<file path="config.mk">
export PLATFORM = sky130hd
export DESIGN_NAME = gray_counter
export DESIGN_NICKNAME = d
export VERILOG_FILES = /design/src/rtl/gray_pkg.sv /design/src/rtl/gray2bin.sv /design/src/rtl/gray_counter.sv
export SDC_FILE = /design/constraint.sdc
export NUM_CORES = 1
export LEC_CHECK = 0
export CORE_MARGIN = 1
export CORE_UTILIZATION = 44
export DETAILED_ROUTE_END_ITERATION = 16
export PLACE_DENSITY_LB_ADDON = 0.1
export SYNTH_ARGS = -nofsm -noshare
export SYNTH_HDL_FRONTEND = slang
export SYNTH_HIERARCHICAL = 1
export SYNTH_SLANG_ARGS = --single-unit
export TNS_END_PERCENT = 10
</file>
<file path="constraint.sdc">
create_clock -name clk -period 2.16 [get_ports clk]
set_input_delay 0.216 -clock clk [delete_from_list [all_inputs] [get_ports clk]]
set_output_delay 0.216 -clock clk [all_outputs]
set_load 0.01 [all_outputs]
</file>
<file path="src/rtl/gray_pkg.sv">
// Shared Gray-code helpers and counter mode constants.
package gray_pkg;

  localparam int MODE_WRAP = 0;
  localparam int MODE_SAT  = 1;

  // Binary to reflected Gray code; narrower values are zero-extended by callers.
  function automatic logic [31:0] bin2gray(input logic [31:0] x);
    return x ^ (x >> 1);
  endfunction

  // Gray to binary: each binary bit is the XOR of all Gray bits from the MSB down.
  function automatic logic [31:0] gray2bin(input logic [31:0] g);
    logic [31:0] b;
    b[31] = g[31];
    for (int i = 30; i >= 0; i--) begin
      b[i] = b[i+1] ^ g[i];
    end
    return b;
  endfunction

endpackage

</file>
<file path="src/rtl/gray2bin.sv">
// Combinational Gray-to-binary converter, shared with the CDC pointer synchroniser.
module gray2bin #(
  parameter int WIDTH = 4
) (
  input  logic [WIDTH-1:0] gray_i,
  output logic [WIDTH-1:0] bin_o
);

  // Prefix XOR from the MSB down.
  always_comb begin
    bin_o = '0;
    bin_o[WIDTH-1] = gray_i[WIDTH-1];
    for (int i = WIDTH - 2; i >= 0; i--) begin
      bin_o[i] = bin_o[i+1] ^ gray_i[i];
    end
  end

endmodule

</file>
<file path="src/rtl/gray_counter.sv">
// Registered up/down Gray counter with wrap or saturate at the bounds and
// synchronous load from a binary or Gray value. bin and gray are both
// registered and updated on the same edge, so gray always encodes bin.
module gray_counter
  import gray_pkg::*;
#(
  parameter int          WIDTH    = 4,
  parameter int          SATURATE = MODE_WRAP,
  parameter int unsigned RST_VAL  = 0
) (
  input  logic             clk,
  input  logic             rst_n,
  input  logic             en,
  input  logic             up,
  input  logic             load,
  input  logic             load_is_gray,
  input  logic [WIDTH-1:0] load_val,
  output logic [WIDTH-1:0] bin,
  output logic [WIDTH-1:0] gray,
  output logic             wrap,
  output logic             sat
);

  localparam logic [WIDTH-1:0] MAX_VAL  = '1;
  localparam logic [WIDTH-1:0] RST_BIN  = WIDTH'(RST_VAL);
  localparam logic [WIDTH-1:0] RST_GRAY = RST_BIN ^ (RST_BIN >> 1);
  localparam bit               SAT_MODE = (SATURATE == MODE_SAT);

  logic [WIDTH-1:0] bin_q, bin_d;
  logic [WIDTH-1:0] gray_q, gray_d;
  logic             wrap_q, wrap_d;
  logic             sat_q, sat_d;
  logic [WIDTH-1:0] load_bin;

  gray2bin #(.WIDTH(WIDTH)) u_load_conv (
    .gray_i (load_val),
    .bin_o  (load_bin)
  );

  // Next count and flags: load beats step, step beats hold.
  always_comb begin
    bin_d  = bin_q;
    wrap_d = 1'b0;
    sat_d  = 1'b0;
    if (load) begin
      bin_d = load_is_gray ? load_bin : load_val;
    end else if (en) begin
      if (up) begin
        if (bin_q == MAX_VAL) begin
          if (SAT_MODE) begin
            sat_d = 1'b1;
          end else begin
            bin_d  = '0;
            wrap_d = 1'b1;
          end
        end else begin
          bin_d = bin_q + WIDTH'(1);
        end
      end else begin
        if (bin_q == '0) begin
          if (SAT_MODE) begin
            sat_d = 1'b1;
          end else begin
            bin_d  = MAX_VAL;
            wrap_d = 1'b1;
          end
        end else begin
          bin_d = bin_q - WIDTH'(1);
        end
      end
    end
    gray_d = WIDTH'(bin2gray(32'(bin_d)));
  end

  // Output registers; gray is registered from the encoded next count so it never glitches.
  always_ff @(posedge clk or negedge rst_n) begin
    if (!rst_n) begin
      bin_q  <= RST_BIN;
      gray_q <= RST_GRAY;
      wrap_q <= 1'b0;
      sat_q  <= 1'b0;
    end else begin
      bin_q  <= bin_d;
      gray_q <= gray_d;
      wrap_q <= wrap_d;
      sat_q  <= sat_d;
    end
  end

  assign bin  = bin_q;
  assign gray = gray_q;
  assign wrap = wrap_q;
  assign sat  = sat_q;

endmodule

</file>
[Yosys cells after proc, flatten, opt, wreduce, memory -nomap -nowiden]
Index checks and enable logic that the tools add are counted.
Operators by class
  $add $sub $neg: 2
  $mul: 0
  div/mod/pow operators: 0
  order comparisons: 0
  equal/unequal tests: 1
  shifts and indexed selects: 0
  muxes and demuxes: 11
  bitwise operators: 4
  reductions and logical operators: 1
Operator list (count)
  4-bit two-way mux: 5
  1-bit two-way mux: 5
  4-bit by 1-bit adder with 4-bit output (second input constant): 1
  4-bit == test (second input constant): 1
  4-bit zero test: 1
  4-bit by 1-bit subtractor with 4-bit output (second input constant): 1
  4-bit by 3-bit XOR with 4-bit output: 1
  3-bit two-way mux: 1
  1-bit XOR: 3
Word-level totals
  bits in registers: 9
  bits in latches: 0
  memory bits (writable): 0
  bits in read-only memories: 0
  bits of input ports: 10
  output and inout bits: 10
  logic and storage cells: 22
  memories kept: 0

[Logic depth before layout (Yosys ltp)]
  depth in word-level cells: 6
  depth in mapped cells: 6
  mapped depth without buffers: 6

[Cells and area by module]
Netlist, hierarchy kept.
By module, submodules not included
  gray_counter: instances 1, cells each 55, area each 566.8 um2, seq. area each 200.2 um2
  gray2bin: instances 1, cells each 5, area each 50.0 um2, seq. area each 0.0 um2

[Worst setup path before layout]
Ideal clock, no wire load.
  path type: reg2reg
  from: register bin_q[0], in the netlist bin[0]
  to: register gray_q[2], in the netlist gray[2]
  setup time: 0.123 ns
  arrival: 1.531 ns
  required time: 2.037 ns
  path slack: 0.506 ns
  cell stages (with the launch flop): 7
  path buffers: 0
  period minus slack after synthesis: 1.654 ns
  cell sequence: dfrtp_1 > inv_1 > ha_1 > o21bai_1 > a211o_1 > a31o_2 > xnor2_1
Between the ends
  longest elaborated chain between the ends: 6
  elaborated cells between the ends (all ways): 10
  those cells by class: add/sub (2); eq/ne (1); mux (5); bitwise (1); reduce/logical (1)
RTL lines
  start, declared: line gray_counter.sv:29  | logic [WIDTH-1:0] bin_q, bin_d;
  start signal, assigned: line gray_counter.sv:83  | bin_q <= bin_d;
  4-bit by 1-bit subtractor with 4-bit output (tied with other cells): line gray_counter.sv:68  | bin_d = bin_q - WIDTH'(1);
  4-bit two-way mux, on equally long branches: line gray_counter.sv:60, gray_counter.sv:49
  4-bit two-way mux (*): line gray_counter.sv:48  | if (up) begin
  4-bit two-way mux (*): line gray_counter.sv:47  | end else if (en) begin
  4-bit two-way mux (*): line gray_counter.sv:45  | if (load) begin
  via bin_d[3]: line gray_counter.sv:29
  4-bit by 3-bit XOR with 4-bit output (*): line gray_pkg.sv:9  | return x ^ (x >> 1);
  via gray_d[2]: line gray_counter.sv:30  | logic [WIDTH-1:0] gray_q, gray_d;
  end signal, assigned: line gray_counter.sv:84  | gray_q <= gray_d;
  end, declared: line gray_counter.sv:30
The timed path passes the listed nets; every way through them passes the cells marked *.

[Final worst setup path]
Ends and elaborated chain as after synthesis.

==> summary.txt <==
Status: finished clean
YS warnings: 6
Endpoint arrival time on the critical path: 1.88 ns
Worst Path Max Fanout: 9
Setup bufs post-CTS: 0
Synthesized Nets: 72
Peak Freq: 573 MHz
Root Driver: clkbuf_4
Critical path launch point type: register
First drt pass iteration count: 6
Die ar.: 0.00156 sq mm
Hold buffers post-CTS: 0
Via-to-Cell Ratio: 5.34
RSZ-0062 raised after global routing: false
1st-iter DRT viols: 6
Hold Vio Cnt, Final: 0
Grt total ovfl: 0
Number of port buffers: 18
Reg2Reg Setup Slack: 0.41 ns
Area grow syn2layout: 28.6%
Fin crit period: 1.75 ns
Cell area power density: 733 mW/mm^2
Max-Cap Viols: 0
Leakage: 0.000335 uW
Largest delay share family, worst path: compound AO/OA/AOI/OAI gates
GRT Total Usage: 17.5%
Worst clock skew: 0.00579 ns
First-pass GRT wire length: 1.74 mm
Row count: 13
#FFs+latches synth: 8
Synth Instances: 60
Critical Path End Type: register
Worst R2R Path Depth: 6
Reg clk slew, reported paths: 0.06 ns
Cts bufs inserted: 3
Crit-path cells: inv_1 -> ha_1 -> o21bai_1 -> a211o_1 -> a31o_2 -> xnor2_1
Die width: 39.4 um
CTS H-tree lvls: 1
Seq/Total Area, Yosys: 32.5%
Finish-stage setup viols: 0
Setup TNS: 0 ns
Avg Cell Area, Syn: 10.3 sq um
Drc violations: 0
Pin count of the biggest net entering global routing: 10
Hpwl dp: 854 um
Vias in the first global route: 404
CP bufs+invs: 1
Nets@finish: 90
Clock Latency Late Sink: 0.25 ns
Die H: 39.4 um
Share of layout cells above drive strength 1: 17.1%
Syn Std Cell Area: 617 sq um
CTS sink cnt: 8
Avg WL per Cell: 12.3 um
Initial Utilization: 47.4%
R2R Path Start: bin[0]
Hold WC Path Type: primary input to async pin
Clk buf depth: 2
Total core area: 0.00130 sq mm
Global placer's final weighted congestion: 0.798
Yosys cell types: 33
Final core occ: 61.0%
CP max-delay cell: dfrtp_1
Final Cell Area: 793 sq um
Post-DP Area: 771 sq um
Met1 GRT Util: 22.5%
Post-Route WL: 1.12 mm
Number of I/O pins: 20
CTS resizes: 0
VDD IR max: 0.000297 V
Antenna diodes: 0
ANT nets after route: 0
Met2 layer usage reported by global route: 26.6%
Met3 usage: 6.82%
Via count: 486
Setup CP Type: register to register
Period Utilization, post-route: 80.8%
Max Transition Viols Final: 0
Worst path required time: 2.29 ns
CP peak stage delay: 0.50 ns
CTS tree: built
Initial antenna violation count: 0
Reg-to-reg endpoint: gray[2]
Most used routing layer: met2
-- cells in the mapped netlist --
library cell / count / area [sq um]
dfrtp_1: 8 / 200
a21oi_1: 5 / 25.0
xnor2_1: 5 / 43.8
mux2i_1: 4 / 40.0
buf_4: 3 / 22.5
inv_1: 3 / 11.3
buf_6: 2 / 22.5
ha_1: 2 / 25.0
nand2b_1: 2 / 12.5
nor2_1: 2 / 7.51
xor2_1: 2 / 17.5
a211o_1: 1 / 8.76
a211oi_1: 1 / 7.51
a31o_2: 1 / 8.76
a31oi_1: 1 / 6.26
a32o_1: 1 / 10.0
and2b_2: 1 / 8.76
and4_4: 1 / 11.3
conb_1: 1 / 3.75
mux2_2: 1 / 11.3
mux2_4: 1 / 15.0
nand4_1: 1 / 6.26
nor2_4: 1 / 11.3
nor2b_1: 1 / 6.26
nor3_1: 1 / 5.00
nor4_1: 1 / 6.26
o21ai_0: 1 / 5.00
o21bai_1: 1 / 7.51
o31a_2: 1 / 10.0
or2_2: 1 / 6.26
or2b_2: 1 / 8.76
or3b_1: 1 / 8.76
xor2_2: 1 / 16.3
-- power by group --
group	switching (uW)	total [uW]	internal, uW
clock	52.0	116	63.7
combinational	101	249	147
sequential	34.5	217	183
-- per-stage QoR --
| step | total power [uW] | cells | hold slack, ns | setup slack [ns] |
|---|---|---|---|---|
| floorplan | 361 | 60 | -0.0796 | 0.506 |
| global placement | 471 | 88 | 0.505 | 0.310 |
| detailed placement | 470 | 88 | 0.524 | 0.311 |
| CTS | 591 | 91 | 0.248 | 0.411 |
| global route | 625 | 91 | 0.255 | 0.324 |
| finish | 582 | 91 | 0.234 | 0.414 |
-- cell type report --
class                           instances  area [sq um]
Timing Repair Buffer                   18           180
Multi-Input combinational cell         44           360
Sequential cell                         8           200
Tap cell                               15          18.8
Fill cell                             131           508
Inverter                                3          11.3
Clock buffer                            3          22.5
-- layer usage --
metal / wire length (um) / vias up
met5: 0 / -
met3: 68 / 0
met4: 0 / 0
li1: - / 239
met2: 512 / 16
met1: 539 / 231
-- registers in the layout (all words and copies together), names as in the netlist --
register,count
bin,4
wrap,1
gray,3
-- cell usage in the layout, fill, tap and decap left out, types with 2 or more instances in the layout --
master,count
nor2_1,2
a21oi_1,5
xnor2_1,5
xor2_1,2
clkdlybuf4s50_1,18
mux2i_1,4
clkbuf_4,3
nand2b_1,2
dfrtp_1,8
ha_1,2
inv_1,3
-- how the worst max path moves through the flow --
stage | start | to | slack [ns] | depth (start not counted)
2_1_floorplan | bin[0] | gray[2] | 0.51 | 6
3_3_place_gp | up | gray[1] | 0.31 | 5
3_5_place_dp | up | gray[1] | 0.31 | 5
4_1_cts | bin[0] | gray[2] | 0.41 | 6
5_1_grt | bin[0] | gray[0] | 0.32 | 6
6_report | bin[0] | gray[2] | 0.41 | 6
-- cells by family (layout without fill, tap and decap cells) --
| kind of cell | after synthesis | after routing | share of synthesized area, % |
|---|---|---|---|
| muxes | 6 | 6 | 10.7 |
| buffers and inverters | 8 | 24 | 9.13 |
| xor gates and xnor gates | 8 | 8 | 12.6 |
| DFF | 8 | 8 | 32.5 |
| AOI/OAI and AO/OA | 13 | 13 | 14.4 |
| and+or+nand+nor | 14 | 14 | 16.0 |
| other | 1 | 1 | 0.608 |
| adders and majority gates | 2 | 2 | 4.06 |
Power figures use the tool's default switching activity.
